==> config.mk <==
export PLATFORM = sky130hd
export DESIGN_NAME = pc_sequencer
export DESIGN_NICKNAME = d
export VERILOG_FILES = /design/src/rtl/pc_sequencer.sv
export SDC_FILE = /design/constraint.sdc
export NUM_CORES = 1
export LEC_CHECK = 0
export CAP_MARGIN = 30
export CORE_AREA = 2 2 80 82
export CTS_CLUSTER_SIZE = 14
export DETAILED_ROUTE_END_ITERATION = 6
export DIE_AREA = 0 0 82 84
export PLACE_DENSITY_LB_ADDON = 0.15
export SLEW_MARGIN = 25
export SYNTH_ARGS = -nofsm -noshare
export SYNTH_HDL_FRONTEND = slang
export SYNTH_SLANG_ARGS = --single-unit
export TNS_END_PERCENT = 100
==> constraint.sdc <==
create_clock -name Clk -period 2.35 [get_ports Clk]
set_input_delay 0.47 -clock Clk [delete_from_list [all_inputs] [get_ports Clk]]
set_output_delay 0.47 -clock Clk [all_outputs]
set_load 0.02 [all_outputs]
==> src/rtl/pc_sequencer.sv <==
// Next-PC sequencer: holds the program counter and steps, branches, jumps, calls
// or returns each cycle, with an internal return-address stack for CALL/RET.
module pc_sequencer #(
    parameter int                ADDR_W   = 8,
    parameter int                OFS_W    = 8,
    parameter int                DEPTH    = 4,
    parameter logic [ADDR_W-1:0] RESET_PC = '0
) (
    input  logic                         Clk,
    input  logic                         Clear,
    input  logic                         Stall,
    input  logic [2:0]                   Op,
    input  logic                         Cond,
    input  logic [OFS_W-1:0]             Offset,
    input  logic [ADDR_W-1:0]            Target,
    output logic [ADDR_W-1:0]            PC,
    output logic                         Redirect,
    output logic [ADDR_W-1:0]            Link_Top,
    output logic [$clog2(DEPTH+1)-1:0]   Stack_Count,
    output logic                         Stack_Full,
    output logic                         Stack_Empty,
    output logic                         Overflow,
    output logic                         Underflow
);

    localparam int CNT_W = $clog2(DEPTH + 1);

    typedef enum logic [2:0] {
        OP_NEXT = 3'b000,
        OP_BR   = 3'b001,
        OP_JMP  = 3'b010,
        OP_CALL = 3'b011,
        OP_RET  = 3'b100
    } op_t;

    logic [ADDR_W-1:0] stack_mem [DEPTH];
    logic [CNT_W-1:0]  stack_cnt;
    logic [ADDR_W-1:0] seq_pc;
    logic [ADDR_W-1:0] ofs_ext;
    logic [ADDR_W-1:0] br_pc;

    assign seq_pc  = PC + ADDR_W'(1);
    assign ofs_ext = ADDR_W'($signed(Offset));
    assign br_pc   = seq_pc + ofs_ext;

    assign Stack_Count = stack_cnt;
    assign Stack_Full  = (stack_cnt == CNT_W'(DEPTH));
    assign Stack_Empty = (stack_cnt == '0);

    // Top of stack lives at index stack_cnt-1; reads as zero when empty.
    always_comb begin
        Link_Top = '0;
        for (int i = 0; i < DEPTH; i++) begin
            if (stack_cnt == CNT_W'(i + 1)) begin
                Link_Top = stack_mem[i];
            end
        end
    end

    always_ff @(posedge Clk or negedge Clear) begin
        if (!Clear) begin
            PC        <= RESET_PC;
            Redirect  <= 1'b0;
            stack_cnt <= '0;
            Overflow  <= 1'b0;
            Underflow <= 1'b0;
            for (int i = 0; i < DEPTH; i++) begin
                stack_mem[i] <= '0;
            end
        end else if (Stall) begin
            Redirect <= 1'b0;
        end else begin
            PC       <= seq_pc;
            Redirect <= 1'b0;
            case (Op)
                OP_BR: begin
                    if (Cond) begin
                        PC       <= br_pc;
                        Redirect <= 1'b1;
                    end
                end
                OP_JMP: begin
                    PC       <= Target;
                    Redirect <= 1'b1;
                end
                OP_CALL: begin
                    PC       <= Target;
                    Redirect <= 1'b1;
                    if (Stack_Full) begin
                        Overflow <= 1'b1;
                    end else begin
                        for (int i = 0; i < DEPTH; i++) begin
                            if (stack_cnt == CNT_W'(i)) begin
                                stack_mem[i] <= seq_pc;
                            end
                        end
                        stack_cnt <= stack_cnt + CNT_W'(1);
                    end
                end
                OP_RET: begin
                    // A RET with nothing to return to falls through as a plain step.
                    if (Stack_Empty) begin
                        Underflow <= 1'b1;
                    end else begin
                        PC        <= Link_Top;
                        Redirect  <= 1'b1;
                        stack_cnt <= stack_cnt - CNT_W'(1);
                    end
                end
                default: ;
            endcase
        end
    end

endmodule

* Word level (Yosys, flattened, before mapping)
Cells that the tools add are included.
Storage, ports and cells: input port bits 23, bits in registers 46, output and inout port bits 24
Operators by class: equal/unequal tests 10, reductions and logical operators 10, multiplexer cells 14, add/subtract/negate cells 4, bitwise logic cells 2
Operator list (number):
- 8-bit two-way mux | 6
- 8-bit case mux with 3 select lines | 1
- 4-bit AND reduction | 5
- 3-bit by 2-bit == test with 1-bit output (second input constant) | 4
- 8-bit by 1-bit adder with 8-bit output (second input constant) | 1
- 8-bit adder | 1
- 3-bit by 1-bit == test with 1-bit output (second input constant) | 2
- 3-bit == test (second input constant) | 2
- 3-bit two-way mux | 2
- 3-bit case mux with 2 select lines | 1
- 3-bit AND reduction | 2
- 2-bit inequality test (second input constant) | 2
- 3-bit by 1-bit adder with 3-bit output (second input constant) | 1
- 3-bit logical NOT | 1
- 1-bit two-way mux | 3
- 1-bit case mux with 3 select lines | 1
- 3-bit by 1-bit subtractor with 3-bit output (second input constant) | 1
- 1-bit NOT | 2
- 2-bit nonzero test | 1
- 2-bit OR reduction | 1

* Longest topological paths before layout
depth after elaboration 7, depth in mapped cells 11, mapped depth without buffers 11

* Worst setup path before layout
No wires, ideal clock.
path kind reg2reg, start register PC[0], end register PC[7], stages on the path, launching flop included 12, arrival time 2.536 ns, slack -0.321 ns, period minus slack after synthesis 2.671 ns, cells stage by stage dfrtp_1 > ha_1 > nand3_1 > xor2_1 > inv_1 > ha_1 > a21oi_1 > o21ai_0 > o31ai_1 > mux2i_1 > xnor2_1 > o22ai_1
Between the ends: word-level cells in the longest chain between the ends 4, elaborated cells on any way between the ends 5, those cells by class 2 x add/sub; 3 x mux
RTL lines:
- start, declared | line 16 | output logic [ADDR_W-1:0] PC,
- start signal, assigned | line 73 | PC <= seq_pc;
- start signal, assigned | line 78 | PC <= br_pc;
- start signal, assigned | line 83 | PC <= Target;
- 8-bit by 1-bit adder with 8-bit output | line 42 | assign seq_pc = PC + ADDR_W'(1);
- named net seq_pc[4] | line 38 | logic [ADDR_W-1:0] seq_pc;
- 8-bit adder | line 44 | assign br_pc = seq_pc + ofs_ext;
- 8-bit two-way mux | line 77 | if (Cond) begin
- 8-bit case mux with 3 select lines | line 75 | case (Op)
The timed path passes the listed nets, and every way through them passes these cells. A chain may end at the register's enable or synchronous reset.

* Worst setup path after layout
start register stack_cnt[0], in the netlist Stack_Count[0], end output Link_Top[5]
Between the ends: word-level cells in the longest chain between the ends 5, elaborated cells on any way between the ends 8, those cells by class 4 x eq/ne; 4 x mux
RTL lines:
- start, declared | line 37 | logic [CNT_W-1:0] stack_cnt;
- start signal, assigned | line 97 | stack_cnt <= stack_cnt + CNT_W'(1);
- start signal, assigned | line 107 | stack_cnt <= stack_cnt - CNT_W'(1);
- 3-bit by 1-bit == test with 1-bit output | line 54 | if (stack_cnt == CNT_W'(i + 1)) begin
- 8-bit two-way mux (3 in series) | line 54
- 8-bit two-way mux (*) | line 54
- end, declared | line 18 | output logic [ADDR_W-1:0] Link_Top,
Every way passes the cells marked *; elsewhere a longest branch is shown, timed or not.

==> flow_metrics.tcl <==
set metrics [dict create \
    cts-root-buf "clkbuf_8" \
    fp.dieW_um 82 \
    rsz0062_at_grt "yes" \
    ys.flop_type "dfrtp_1" \
    ios 47 \
    numCtsBuffers 5 \
    area_growth_pct 52.3 \
    finalHoldViolCount 0 \
    finClkSkew_ns 0.0123 \
    gp_congestion 0.890 \
    p_switching_w 0.00183 \
    regToRegSetupSlack_ns -0.05 \
    slew_violations 0 \
    start_util_pct 46.3 \
    grt_pass1_vias 2819 \
    ctsHoldBuffers 0 \
    crit_fanout 7 \
    synth-seq-area-share_pct 40.8 \
    syn_inst 319 \
    num_antenna_cells 0 \
    viasPerCell 5.55 \
    worstPathArrival_ns 2.04 \
    dp_hpwl_um 6030 \
    synth_area_leaders "dfrtp_1 41%, o21ai_0 7.3%, ha_1 6.7%" \
    io_buffer_count 46 \
    syn_area_sq_um 2820 \
    antenna_found_initial 0 \
    num-fill-cells 479 \
    max-slew-margin-rel_pct 54.5 \
    r2r-end "PC[7]$_DFFE_PN0N_" \
    p_clk_share_pct 13.0 \
    rows 29 \
    hold_class "in -> async" \
    wire_per_inst_um 16.5 \
    clockBufferDepth 2 \
    timing.fmax_mhz 398 \
    cp.required_ns 1.88 \
    syn_nets 358 \
    clock_latency_ns 0.31 \
    violations "negative setup slack" \
    power_w 0.00464 \
    firstDrtPassIters 4 \
    pwr_density_cell_nw_per_um2 1080 \
    period_share_pct 107 \
    r2r_start "Stack_Count[1]$_DFFE_PN0P_" \
    overflow 0 \
    yosysTopAreaCell "dfrtp_1" \
    coreArea_sq_um 6100 \
    wirelength_um 8350 \
    p_int_w 0.00280 \
    grt_pass1_wl_um 13900 \
    fin_nets 468 \
    die_h_um 84 \
    grt_start_max_net_pins 25 \
    combPwrFrac_pct 58.3 \
    drcViolationCount 0 \
    crit_end "Link_Top[5]" \
    cts_sinks 46 \
    reg2reg_depth 12 \
    leakage_nw 1.91 \
    grt_usage_pct 26.4 \
    die_area_sq_um 6890 \
    synth_top_cell_area_share_pct 40.8 \
    synth.most_common_cell "nand2_1" \
    maxCapViolations 0 \
    drtAntennaViolNets 0 \
    synthArstFlopShare_pct 100 \
    whs_ns 0.145 \
    yosysUniqueCellTypes 49 \
    path_class "reg -> out" \
    status "complete, but fails checks" \
    cts_max_level 2 \
    p_seq_share_pct 28.7 \
    endpoint_kind "output pin" \
    tritoncts "done" \
    start_kind "flop" \
    drt_iter0_markers 143 \
    yosys_warnings 0 \
    synth_edf_count 0 \
    fin_crit_ns 2.51 \
    swShare_pct 39.5 \
    num_vias 2816 \
    worstMarginPinSlew_ns 0.675 \
    synth_common_cells "50 x nand2_1, 46 x dfrtp_1, 41 x o21ai_0" \
    setup_viol 9 \
    setup_ws_ns -0.163 \
    ir_worst_vdd_v 0.000680 \
    path_clk_slew_ns 0.09 \
    postSynthAreaPerCell_sq_um 8.84 \
    synth_seq_cells 46 \
    crit_start "Stack_Count[0]$_DFFE_PN0P_" \
    drive_above_1_share_pct 34.0 \
]
## per-stage QoR
step	instances	TNS (ns)	setup WS [ns]	cell area, sq um	utilization, %
after floorplan	319	-0.00368	-0.00368	2900	-
after global placement	484	-2.63	-0.271	3840	63.0
after detailed placement	484	-2.96	-0.306	3840	63.0
after CTS	502	-0.806	-0.137	4180	68.5
after global routing	507	-1.82	-0.240	4300	70.5
final	507	-1.01	-0.163	4300	70.5
## worst min path at each step
stage	slack, ns	start	cells past startpoint	to
finish	0.14	Clear	1	stack_mem[27]$_DFFE_PN0P_
global route	0.17	Clear	1	stack_mem[9]$_DFFE_PN0P_
CTS	0.16	Clear	1	stack_mem[9]$_DFFE_PN0P_
detailed placement	0.46	Underflow$_DFFE_PN0P_	1	Underflow$_DFFE_PN0P_
global placement	0.44	Underflow$_DFFE_PN0P_	1	Underflow$_DFFE_PN0P_
floorplan	0.17	Clear	0	Overflow$_DFFE_PN0P_
## sequential cells by signal (all words and copies together) (netlist names)
name,flops
Overflow,1
PC,8
Redirect,1
Stack_Count,3
Underflow,1
stack_mem,32
## cells by family (layout without fill, tap and decap cells)
group           count (synthesis)  in the layout  share of synthesized area, %
mux                             4              4                          1.55
buf+inv                        34            145                          5.32
compound gates                101            101                          23.3
flops                          46             46                          40.8
fa+ha+maj                      16             16                          7.36
xor+xnor                       13             13                          4.04
simple gates                  105            105                          17.6
## layout by cell type, fill, tap and decap left out, types with 3 or more instances in the layout
cell	n
dfrtp_2	6
o21ai_0	35
nor2b_1	7
a22oi_1	3
a221o_1	5
clkdlybuf4s50_1	35
nor3_1	8
nand3_1	5
nand2b_1	4
clkbuf_8	5
nand2_1	50
buf_12	3
xnor2_1	7
o21ai_1	4
ha_1	7
a21oi_1	12
mux2_2	3
buf_6	11
nor2_1	15
inv_1	11
o21ai_2	3
a221oi_1	5
a21o_1	3
dfrtp_1	40
inv_2	4
a21oi_2	3
a221oi_2	5
buf_4	67
ha_4	6
## power groups by stage
stage	logic (W)	registers, W	clock network (W)
2_1_floorplan	0.00110	0.00136	0
3_3_place_gp	0.00215	0.00131	0
3_5_place_dp	0.00220	0.00131	0
4_1_cts	0.00249	0.00131	0.000605
5_1_grt	0.00294	0.00137	0.000651
6_report	0.00270	0.00133	0.000601
## worst max-delay path, cell delays in order, from the launching register on
cell      delay [ns]
dfrtp_2         0.46
ha_2            0.20
ha_4            0.19
buf_12          0.14
a221oi_2        0.16
nor3_1          0.07
a221o_1         0.34
buf_6           0.16
## metal layers
metal,track usage (%),vias up,share of wire [%]
met5,0,-,0
met4,7.58,0,1.6
li1,-,1346,-
met2,42.1,99,49
met3,5.41,11,5.1
met1,35.9,1360,45
## repair_timing
action	4_1_cts	5_1_grt
gates cloned	1	0
gates resized for setup	81	22
setup endpoints to repair	11	14
buffers inserted	10	5
pin swaps	10	9
## layout make-up
class                           count  area [sq um]  area share (%)
Multi-Input combinational cell    239          1770            41.3
Sequential cell                    46          1160            27.0
Timing Repair Buffer              121          1090            25.5
Tap cell                           77          96.3            2.24
Clock buffer                        6          72.6            1.69
Inverter                           16          62.6            1.46
Clock inverter                      2          37.5           0.874
Power figures use the tool's default switching activity.
